--- src/rtl/mem_port_arbiter.sv ---
// Arbitrates a single-ported unified memory between instruction fetch and the data port.
// Data wins by default; a saturating starvation counter forces a fetch grant periodically.
module mem_port_arbiter #(
  parameter int unsigned WIDTH        = 32,
  parameter int unsigned STARVE_LIMIT = 4
) (
  input  logic             clk,
  input  logic             rst,

  input  logic             i_req,
  input  logic [WIDTH-1:0] i_addr,
  output logic [WIDTH-1:0] i_rdata,
  output logic             i_ready,

  input  logic             d_req,
  input  logic             d_we,
  input  logic [WIDTH-1:0] d_addr,
  input  logic [WIDTH-1:0] d_wdata,
  output logic [WIDTH-1:0] d_rdata,
  output logic             d_ready,

  output logic             m_req,
  output logic             m_we,
  output logic [WIDTH-1:0] m_addr,
  output logic [WIDTH-1:0] m_wdata,
  input  logic [WIDTH-1:0] m_rdata,
  input  logic             m_ack,

  output logic             stall_if,
  output logic             stall_mem
);

  localparam logic [3:0] StarveLimit = 4'(STARVE_LIMIT);

  typedef enum logic [1:0] {StIdle, StIServ, StDServ} state_e;

  state_e           state_q, state_d;
  logic [3:0]       starve_cnt_q, starve_cnt_d;
  logic             m_req_q, m_req_d;
  logic             m_we_q, m_we_d;
  logic [WIDTH-1:0] m_addr_q, m_addr_d;
  logic [WIDTH-1:0] m_wdata_q, m_wdata_d;
  logic             grant_data, grant_instr;

  // Fetch only loses to data while the starvation budget is not yet spent.
  assign grant_data  = d_req && (!i_req || (starve_cnt_q < StarveLimit));
  assign grant_instr = i_req && !grant_data;

  always_ff @(posedge clk) begin
    if (rst) begin
      state_q      <= StIdle;
      starve_cnt_q <= 4'd0;
      m_req_q      <= 1'b0;
      m_we_q       <= 1'b0;
      m_addr_q     <= '0;
      m_wdata_q    <= '0;
    end else begin
      state_q      <= state_d;
      starve_cnt_q <= starve_cnt_d;
      m_req_q      <= m_req_d;
      m_we_q       <= m_we_d;
      m_addr_q     <= m_addr_d;
      m_wdata_q    <= m_wdata_d;
    end
  end

  always_comb begin
    state_d      = state_q;
    starve_cnt_d = starve_cnt_q;
    m_req_d      = m_req_q;
    m_we_d       = m_we_q;
    m_addr_d     = m_addr_q;
    m_wdata_d    = m_wdata_q;
    unique case (state_q)
      StIdle: begin
        if (grant_data) begin
          state_d   = StDServ;
          m_req_d   = 1'b1;
          m_we_d    = d_we;
          m_addr_d  = d_addr;
          m_wdata_d = d_wdata;
          if (!i_req) begin
            starve_cnt_d = 4'd0;
          end else if (starve_cnt_q != StarveLimit) begin
            starve_cnt_d = starve_cnt_q + 4'd1;
          end
        end else if (grant_instr) begin
          state_d      = StIServ;
          m_req_d      = 1'b1;
          m_we_d       = 1'b0;
          m_addr_d     = i_addr;
          m_wdata_d    = '0;
          starve_cnt_d = 4'd0;
        end else begin
          m_req_d      = 1'b0;
          starve_cnt_d = 4'd0;
        end
      end
      StIServ, StDServ: begin
        // Returning to idle for one cycle lets a requester drop req after ready.
        if (m_ack) begin
          state_d = StIdle;
          m_req_d = 1'b0;
        end
      end
      default: state_d = StIdle;
    endcase
  end

  always_comb begin
    i_ready = m_ack && (state_q == StIServ);
    d_ready = m_ack && (state_q == StDServ);
  end

  assign m_req     = m_req_q;
  assign m_we      = m_we_q;
  assign m_addr    = m_addr_q;
  assign m_wdata   = m_wdata_q;
  assign i_rdata   = m_rdata;
  assign d_rdata   = m_rdata;
  assign stall_if  = i_req & ~i_ready;
  assign stall_mem = d_req & ~d_ready;

endmodule
--- config.mk ---
export PLATFORM = sky130hd
export DESIGN_NAME = mem_port_arbiter
export DESIGN_NICKNAME = d
export VERILOG_FILES = /design/src/rtl/mem_port_arbiter.sv
export SDC_FILE = /design/constraint.sdc
export NUM_CORES = 1
export LEC_CHECK = 0
export ABC_CLOCK_PERIOD_IN_PS = 2400
export CORE_ASPECT_RATIO = 1.4
export CORE_MARGIN = 2
export CORE_UTILIZATION = 33
export DETAILED_ROUTE_END_ITERATION = 6
export PLACE_DENSITY = 0.8
export SLEW_MARGIN = 20
export SYNTH_ARGS = -nofsm -noshare
export SYNTH_HDL_FRONTEND = slang
export SYNTH_SLANG_ARGS = --single-unit
--- constraint.sdc ---
create_clock -name clk -period 2.4 [get_ports clk]
set_clock_uncertainty 0.2 [all_clocks]
set_input_delay 0.6 -clock clk [delete_from_list [all_inputs] [get_ports clk]]
set_output_delay 0.6 -clock clk [all_outputs]
set_load 0.01 [all_outputs]
# After elaboration in Yosys (flattened, before gate mapping)

Index checks and enable logic that the tools add are counted.

$add $sub $neg: 1
Magnitude comparators: 1
Equal/unequal tests: 6
Multiplexer cells: 17
Bitwise operators: 4
Reductions and logical operators: 15

Operators with widths:

| cell                                                   | number |
|---|---|
| two-way mux 32 bit                                     | 4 |
| two-way mux 4 bit                                      | 3 |
| AND reduction 2 bit                                    | 4 |
| two-way mux 2 bit                                      | 3 |
| two-way mux 1 bit                                      | 5 |
| adder 4 x 1 -> 4 bit (second input constant)           | 1 |
| logical AND 1 bit                                      | 4 |
| < comparator 4 x 3 -> 1 bit (second input constant)    | 1 |
| inequality test 4 x 3 -> 1 bit (second input constant) | 1 |
| one-hot mux 2 bit (2 select lines)                     | 1 |
| nonzero test 2 bit                                     | 2 |
| inequality test 3 x 2 -> 1 bit (second input constant) | 1 |
| inequality test 3 bit (second input constant)          | 1 |
| AND 1 bit                                              | 2 |
| equality test 2 x 1 -> 1 bit (second input constant)   | 1 |
| equality test 2 bit (second input constant)            | 1 |
| zero test 1 bit                                        | 2 |
| zero test 2 bit                                        | 1 |
| inequality test 2 bit (second input constant)          | 1 |
| inverter 1 bit                                         | 2 |
| one-hot mux 1 bit (2 select lines)                     | 1 |
| OR reduction 2 bit                                     | 1 |
| logical OR 1 bit                                       | 1 |

Register bits: 72
Bits of input ports: 134
Output and inout bits: 134
Word-level logic and storage cells: 50

# Logic depth before layout (Yosys ltp)

Gate-level depths: netlist of run 1.

Depth after elaboration: 8
Gate-level depth with buffers: 8
Depth with buffers taken out: 5

# Least setup slack after synthesis of run 1

No wires, ideal clock.

Kind: input to register
Start: input d_req
End: register m_addr_q[13] (netlist: m_addr[13])
Setup time: 0.132 ns
Data arrival time: 1.452 ns
Required time: 2.068 ns
Path slack: 0.616 ns
Cell stages on the path: 5
Path buffers: 2
Cells stage by stage: or3b_1 buf_2 buf_6 a32oi_1 a21oi_1

Word-level cells in the longest chain between the ends: 5
Elaborated cells between the ends (all ways): 6
Classes of those cells: mux (1); reduce/logical (5)

RTL lines:

| what                                 | RTL line | text |
|---|---|---|
| from (decl)                          | 15       | `input logic d_req,` |
| logical AND 1 bit (*)                | 46       | `assign grant_data = d_req && (!i_req \|\| (starve_cnt_q < StarveLimit));` |
| zero test 1 bit                      | 47       | `assign grant_instr = i_req && !grant_data;` |
| logical AND 1 bit                    | 47       |  |
| nonzero test 2 bit (no source line)  | n/a      |  |
| AND reduction 2 bit (no source line) | n/a      |  |
| to (signal assigned)                 | 62       | `m_addr_q <= m_addr_d;` |
| to (decl)                            | 41       | `logic [WIDTH-1:0] m_addr_q, m_addr_d;` |

Mark *: on every way between the ends. The rest lies on a longest branch, timed or not.
A chain may end at the register's enable or synchronous reset.

# Final worst setup path of run 1

Start: input m_ack
End: output stall_if

Word-level cells in the longest chain between the ends: 3

RTL lines:

| what              | RTL line | text |
|---|---|---|
| from (decl)       | 27       | `input logic m_ack,` |
| logical AND 1 bit | 111      | `i_ready = m_ack && (state_q == StIServ);` |
| inverter 1 bit    | 121      | `assign stall_if = i_req & ~i_ready;` |
| AND 1 bit         | 121      |  |
| to (decl)         | 29       | `output logic stall_if,` |

Every way passes these cells.

==> reports/qor.txt, run 1 <==
Status -> completed
Final setup vio count -> 0
Placed insts -> 595
TritonCTS clock tree -> done
Drt first pass iters -> 4
Yosys cell types -> 22
Final antenna-violating net count -> 0
Startpoint types -> input port
Chip Width -> 89.75 um
Worst-Margin Slew -> 0.4182 ns
Synthesized area -> 0.003397 mm2
Total grt overflow -> 0
Area Growth Syn to Fin -> 50.17%
Post-Syn Nets -> 517
Most common cell after layout, fill and taps aside -> clkdlybuf4s50_1
Worst Hold Path EP -> m_req
CP required -> 1.60 ns
Clk_lat worst skew -> 0.33 ns
Max Freq -> 423.0 MHz
Minimum clock period after layout -> 2.364 ns
Total Power -> 3.444 mW
R2R Path Start -> state_q[0]
Relative slew margins -> 0.7212
Final core utilization -> 0.5125
Die ar. -> 0.01113 mm2
Hold path startpoint -> m_req
Post-route cell area -> 0.005101 mm2
DR vias -> 3335
Final cell count without fillers -> 611
Leak -> 1.808 nW
# IOs -> 268
CTS Buf Count -> 9
Synthesized area per cell -> 8.987 um2
Reg2reg end -> m_addr[27]
Setup Buffers After CTS -> 0
Cts hold-fix bufs -> 0
Data arrival, critical path -> 1.56 ns
GRT Total Usage -> 0.2243
WHS Path Cells -> 2
Final Max Slew Viols -> 0
PD cells -> 675.1 mW/mm2
Peak VDD IR -> 439.0 uV
Final Hold Fails -> 0
Final Cycle Share -> 0.9849
Share of layout cells above drive strength 1 -> 0.07563
DRT iter0 DRCs -> 196
R2R depth -> 6
Die height -> 124.0 um
Std-Cell Rows -> 43
CP max FO -> 3
Largest net degree at the start of global routing -> 73
Cells after Synth -> 378
Post-DP HPWL -> 9688 um
Post-Place Cell Area -> 0.004810 mm2
Clk pin slew, worst setup/hold paths -> 0.06 ns
Gpl congestion -> 0.7706
Worst Hold Class -> reg2reg
RSZ-0062 raised after global routing -> no
Most frequent cells in the layout -> 166 x clkdlybuf4s50_1, 72 x dfxtp_1, 65 x a32oi_1, 38 x a21oi_1
Drc violations -> 0
H-Tree Depth -> 3
FILL cells -> 906
Clk sinks -> 72
WL final -> 13160 um
Maximum clock insertion buffer count -> 2
Seq/Total Area, Yosys -> 0.4243
Setup CP Type -> in2out
Core Region -> 0.009953 mm2
Synthesized flop and latch total -> 72
Vias per cell -> 5.458
Warnings from Yosys -> 0
DR WL/cell -> 21.54 um
Initial Util -> 0.3413
Global-route wire length before repair -> 18890 um
Vias in the first global route -> 3232
Nets -> 610
Main area contributors after synthesis -> dfxtp_1 42%, a32oi_1 17%, buf_4 14%, a21oi_1 5.6%, nand3_1 5.0%
Initial antenna violation count -> 0
CTS root buf -> clkbuf_16
Crit. End Element -> output port
Synth top area share -> 0.4243
Synth area leader -> dfxtp_1
Number of max-cap violations -> 0
Flop-to-flop setup slack -> 0.47 ns
Ant diodes -> 0
Port Buffers -> 171
## area by class of cell
type | count | area, um2 | share of cell area
sequential | 72 | 1441 | 0.2826
multi-input combinational | 200 | 1295 | 0.2539
inverter | 4 | 15.01 | 0.002943
clock inverter | 7 | 72.57 | 0.01423
timing repair buffer | 184 | 1883 | 0.3691
clock buffer | 9 | 225.2 | 0.04415
tap | 135 | 168.9 | 0.03311
## cell families (layout without fill, tap and decap cells)
family | count (synthesis) | in the layout | synth area share
buffers and inverters | 106 | 204 | 0.2022
and+or+nand+nor | 86 | 86 | 0.1219
adders and majority gates | 5 | 5 | 0.01842
AOI/OAI and AO/OA | 109 | 109 | 0.2331
DFF | 72 | 72 | 0.4243
## power breakdown
group,internal (mW),switching (mW)
Combinational,0.439,0.352
Sequential,1.29,0.0533
Clock,0.803,0.509
Total,2.53,0.914
## flip-flops by register name, summed over array words and instances (netlist names)
name          cells
m_we              1
m_wdata          32
state_q           2
m_req             1
m_addr           32
starve_cnt_q      4
## routing by layer
layer / global-route usage / vias to the layer above / part of all wire / wire [um]
met5: 0 / - / 0 / 0
met4: 0.1356 / 0 / 0.047 / 625
met3: 0.1839 / 53 / 0.18 / 2415
met2: 0.3385 / 211 / 0.44 / 5837
met1: 0.2115 / 1561 / 0.33 / 4281
li1: - / 1510 / - / -
## metrics by stage
stage / worst slack [ns] / setup TNS, ns / hold WS, ns
global route: 0.008836 / 0 / 0.3113
detailed placement: -0.2794 / -2.712 / 0.2698
CTS: 0.01126 / 0 / 0.2891
global placement: -0.2490 / -1.780 / 0.2650
finish: 0.03615 / 0 / 0.2891
floorplan: 0.6156 / 0 / 0.2663
## what timing repair did
item	in CTS	in global routing
endpoints found under the setup margin	4	2
pin swaps	0	0
gates resized for setup	5	2
## synth_stat cells
library cell / number
or2_2: 1
inv_1: 4
buf_2: 21
nand2b_1: 3
a211oi_1: 1
nor2_1: 34
nor2b_1: 3
nand3_1: 34
a32oi_1: 65
o21ai_1: 2
clkbuf_1: 14
nand4_1: 2
o21ai_0: 3
nor3b_1: 3
dfxtp_1: 72
ha_1: 5
buf_6: 3
a21oi_1: 38
or3b_1: 1
nand2_1: 1
buf_4: 64
and2_1: 4
## worst max-delay path, cell delays in order
cell	delay, ns
clkdlybuf4s50_1	0.50
and2_4	0.15
nor2b_1	0.03
dlygate4sd2_1	0.27
## worst max path at each step
| stage | end | startpoint | cells past startpoint |
|---|---|---|---|
| CTS | stall_mem | m_ack | 4 |
| detailed placement | stall_mem | m_ack | 4 |
| global placement | stall_mem | m_ack | 4 |
| floorplan | m_addr[13] | d_req | 5 |
| finish | stall_if | m_ack | 4 |
| global route | stall_if | m_ack | 4 |
Power figures use the tool's default switching activity.
==> run 2: changes to the inputs <==
- GPL_TIMING_DRIVEN: default -> 0
==> reports/qor.txt, run 2 (synthesized netlist as in run 1, its figures left out) <==
Vias in the first global route -> 3797
Clk sinks -> 72
Post-DP HPWL -> 11990 um
Final Max Slew Viols -> 0
PD cells -> 618.3 mW/mm2
RSZ-0062 raised after global routing -> no
Die height -> 124.0 um
Delay-heaviest family, CP -> flip-flops
Initial antenna violation count -> 2
Maximum clock insertion buffer count -> 2
DRT iter0 DRCs -> 167
Crit. End Element -> output port
Minimum clock period after layout -> 2.248 ns
CP max FO -> 3
DR WL/cell -> 19.52 um
Total Power -> 3.869 mW
Area Growth Syn to Fin -> 84.20%
Total negative slack -> 0 ns
Startpoint types -> flip-flop
WL final -> 14930 um
Port Buffers -> 234
Largest net degree at the start of global routing -> 13
Drt first pass iters -> 5
Max Freq -> 444.9 MHz
CP bufs+invs -> 2
Data arrival, critical path -> 1.45 ns
GRT Total Usage -> 0.2560
Setup CP Type -> reg2out
Setup WS pre-CTS -> -0.3570 ns
Critical path's slowest cell -> dfxtp_1
R2R Path Start -> state_q[0]
Die ar. -> 0.01113 mm2
# IOs -> 268
CP required -> 1.60 ns
Most frequent cells in the layout -> 227 x clkdlybuf4s50_1, 72 x dfxtp_1, 65 x a32oi_1, 64 x buf_4, 38 x a21oi_1
Chip Width -> 89.75 um
Relative slew margins -> 0.5768
TritonCTS clock tree -> done
Share of layout cells above drive strength 1 -> 0.1688
Final setup vio count -> 0
Gpl congestion -> 0.8716
Final antenna-violating net count -> 0
Worst path max stage delay -> 0.35 ns
Vias per cell -> 5.114
Final Cycle Share -> 0.9366
Final Hold Fails -> 0
Total grt overflow -> 0
Crit path cell chain -> inv_1, ha_1, and2_4, nor2b_1, clkdlybuf4s15_1
Std-Cell Rows -> 43
FILL cells -> 814
Clk pin slew, worst setup/hold paths -> 0.06 ns
Critical Path Start -> state_q[1]
Drc violations -> 0
Initial Util -> 0.3413
Nets -> 762
Cts hold-fix bufs -> 0
DR vias -> 3912
Worst Hold Class -> reg2reg
Most common cell after layout, fill and taps aside -> clkdlybuf4s50_1
Final Worst Setup Slack -> 0.1521 ns
Core Region -> 0.009953 mm2
Peak VDD IR -> 417.8 uV
Hold path startpoint -> m_req
Number of max-cap violations -> 0
Leak -> 2.420 nW
CTS root buf -> clkbuf_16
Post-route cell area -> 0.006257 mm2
Status -> completed
Global-route wire length before repair -> 21650 um
Final core utilization -> 0.6287
Post-Place Cell Area -> 0.005908 mm2
Worst-Margin Slew -> 0.6348 ns
CTS Buf Count -> 9
H-Tree Depth -> 3
Clk_lat worst skew -> 0.33 ns
## run 2: changes by cell type in the layout (fill, tap and decap cells not counted), moves of 3 or more
cell / change
clkdlybuf4s50_1: +61
buf_4: +58
buf_2: +20
clkbuf_1: +16
buf_12: -7
buf_6: +3
## run 2: stage by stage
| stage | hold slack [ns] | std cells |
|---|---|---|
| after detailed placement | 0.2695 | 747 |
| after floorplan | 0.2663 | 378 |
| after global placement | 0.2659 | 747 |
| final | 0.2773 | 765 |
| after global routing | 0.2869 | 765 |
| after CTS | 0.2802 | 763 |
## run 2: worst paths after layout
check	cells past startpoint	to	slack (ns)
setup / recovery	5	stall_if	0.15
hold / removal	2	m_req	0.28
setup reg to reg	8	m_addr[26]	0.34
hold reg to reg	2	m_req	0.28
## run 2: layout make-up
class | count | area (um2) | area share
diodes | 2 | 5.005 | 0.0007998
plain buffers | 102 | 671.9 | 0.1074
clock buffers | 11 | 232.7 | 0.03719
clock inverters | 5 | 103.9 | 0.01660
inverters | 4 | 15.01 | 0.002400
multi-input cells | 200 | 1274 | 0.2036
flip-flops and latches | 72 | 1441 | 0.2304
well taps | 135 | 168.9 | 0.02699
repair buffers | 234 | 2345 | 0.3747
## run 2: layer usage
layer  part of all wire  vias to the layer above  track usage
li1                   -                     1816            -
met1               0.35                     1859       0.2575
met2               0.49                      214       0.4441
met3               0.14                       23       0.1537
met4              0.020                        0      0.08558
met5                  0                        -            0
## run 2: power breakdown
group	internal, mW	switching, mW	total (mW)
Clock	1.02	0.509	1.53
Sequential	1.29	0.0537	1.34
Combinational	0.576	0.423	1.00
Total	2.88	0.986	3.87
## run 2: tightest hold or removal path: cells and delay by family (launching register included)
kind	cells	cell delay, ns
AOI/OAI and AO/OA	2	0.12
DFF	1	0.30
## run 2: timing repair
action,4_1_cts,5_1_grt
setup buffers,0,0
gates resized for setup,8,4
setup endpoints to repair,4,3
==> RTL edit (flow settings as in run 1) <==
`m_wdata_q` no longer has a reset.
--- a/src/rtl/mem_port_arbiter.sv
+++ b/src/rtl/mem_port_arbiter.sv
@@ -55,3 +55,2 @@
       m_addr_q     <= '0;
-      m_wdata_q    <= '0;
     end else begin
@@ -62,4 +61,7 @@
       m_addr_q     <= m_addr_d;
-      m_wdata_q    <= m_wdata_d;
     end
+  end
+
+  always_ff @(posedge clk) begin
+    m_wdata_q <= m_wdata_d;
   end
Check against the original RTL: not equivalent (a bounded check fails within 4 cycles, from zero or initial values and one cycle with rst high).
==> RTL edit against run 1 <==
First-iteration DRC count decreased by 46%. Non-clock buffer count rose by 3. Utilization decreased by 1.3 points. Wire length down 12%. Synthesized area rose by 3.4%. Sequential cell count unchanged. Setup slack worse by 0.0083 ns. Design area grew 1.4%. Die area increased by 3.3%. Fmax is 0.35% lower. Sequential share of layout area up 5.8 points. Power is 0.51% lower. Largest cell class unchanged.
==> RTL edit: results (changes against run 1) <==
Synth
  • Seq/Total Area, Yosys: 0.5014 (+0.07712)
  • Post-Synthesis Cells: 341 (-9.8%)
  • Post-synth EDFFs: 32 (+32)
  • Synth area leaders: edfxtp_1 (27%), dfxtp_1 (23%), buf_4 (14%)
  • Post-synthesis cell type count: 24 (+9.1%)
  • Most instantiated cells after synthesis: buf_4 (67), dfxtp_1 (40), a21oi_1 (38), nand3_1 (34), a32oi_1 (33)

CTS
  • Clk Latency, worst-skew pair: 0.32 ns
  • H-tree depth: 3 (unchanged)

Drt
  • DRT iter0 DRCs: 106 (-46%)
  • Routed WL per cell: 19.85 um (-7.8%)
  • Post-DR vias/cell: 5.130 (-6.0%)

Power
  • Leakage: 1.942 nW (+7.4%)
  • Max VDD drop: 0.3133 mV (-29%)
  • Clk pwr share: 0.344 (-0.037)
  • Sw Ratio: 0.2517 (-0.01377)

Placement
  • Post-placement cell count: 570 (-4.2%)
  • Dpl hpwl: 8.716 mm (-10%)
  • Placer Congestion: 0.7414 (-3.8%)

Cells and area
  • Layout cells sized above 1: 0.07589 (+0.0002626)
  • Fill cell count: 951 (+5.0%)
  • Layout Cells excl Fill: 586 (-4.1%)

Critical path
  • FF-to-FF End: m_addr[18]
  • R2r setup slk: 0.49 ns (+0.02 ns)
  • Reg2Reg Depth: 6 (unchanged)

Global route
  • GR Util All Layers: 0.1985 (-0.02577)
  • First-pass GRT wire length: 17.38 mm (-8.0%)
  • Largest net degree at the start of global routing: 41 (-44%)
  • Vias in the first global route: 3082 (-4.6%)

Floorplanning
  • Initial core utilization: 0.3395 (-0.001836)

Outcome
  • Status: completed

Timing
  • Hold_ws: 0.2937 ns (+0.004629 ns)
## RTL edit: cell types whose count changed after synthesis
| cell | change |
|---|---|
| o21ai_0 | +1 |
| buf_2 | -6 |
| buf_4 | +3 |
| inv_1 | +1 |
| nor2_1 | -32 |
| edfxtp_1 | +32 |
| o21ai_1 | -2 |
| buf_6 | +1 |
| clkbuf_1 | -4 |
| o21ai_2 | +1 |
| and3_1 | +32 |
| a32oi_1 | -32 |
| dfxtp_1 | -32 |
## RTL edit: how the worst max path moves through the flow
stage,slack [ns],start,depth (start not counted),end
detailed placement,-0.28,m_ack,4,stall_mem
global route,0.01,m_ack,3,d_ready
global placement,-0.26,m_ack,4,stall_mem
floorplan,0.15,i_req,4,m_wdata[0]
finish,0.03,m_ack,3,d_ready
CTS,0.01,m_ack,4,stall_mem
## RTL edit: per-layer routing
layer	vias to the layer above	GRT usage	wire (um)
met4	0	0.09269	358
met2	196	0.3490	5868
li1	1390	-	-
met5	-	0	0
met1	1386	0.1892	3888
met3	34	0.1047	1519
## RTL edit: cell type report
type	count	area, sq um	area share
repair buffers	187	1862	0.3600
flip-flops and latches	72	1762	0.3407
inverters	5	18.77	0.003629
clock buffers	10	229.0	0.04428
multi-input cells	168	1091	0.2110
well taps	138	172.7	0.03339
clock inverters	6	36.28	0.007017
## RTL edit: worst min-delay path: stages, from the launching register on
cell and delay (ns):
dfxtp_1 0.31, o21ai_0 0.07, a21oi_1 0.06
## RTL edit: power by group through the flow
| stage | clock (mW) | sequential (mW) | combinational [mW] |
|---|---|---|---|
| floorplan | 0 | 1.55 | 0.350 |
| global route | 1.28 | 1.48 | 0.833 |
| CTS | 1.22 | 1.47 | 0.785 |
| global placement | 0 | 1.49 | 0.764 |
| detailed placement | 0 | 1.49 | 0.784 |
| finish | 1.18 | 1.47 | 0.781 |
## RTL edit: logic make-up (layout without fill, tap and decap cells)
logic type,count (synthesis),after routing,synth area share
buf+inv,101,208,0.1934
simple gates,86,86,0.1407
fa+ha+maj,5,5,0.01781
flops,72,72,0.5014
compound gates,77,77,0.1467
## RTL edit: through the flow
stage | TNS [ns] | utilization | total power [mW] | instance area (sq um) | setup WS [ns]
final | 0 | 0.4996 | 3.427 | 5171 | 0.02785
after global routing | 0 | 0.4996 | 3.591 | 5171 | 0.009653
after CTS | 0 | 0.5000 | 3.474 | 5175 | 0.01458
after detailed placement | -9.572 | 0.4747 | 2.275 | 4913 | -0.2799
after global placement | -5.042 | 0.4747 | 2.250 | 4913 | -0.2560
after floorplan | 0 | - | 1.900 | 3513 | 0.1468
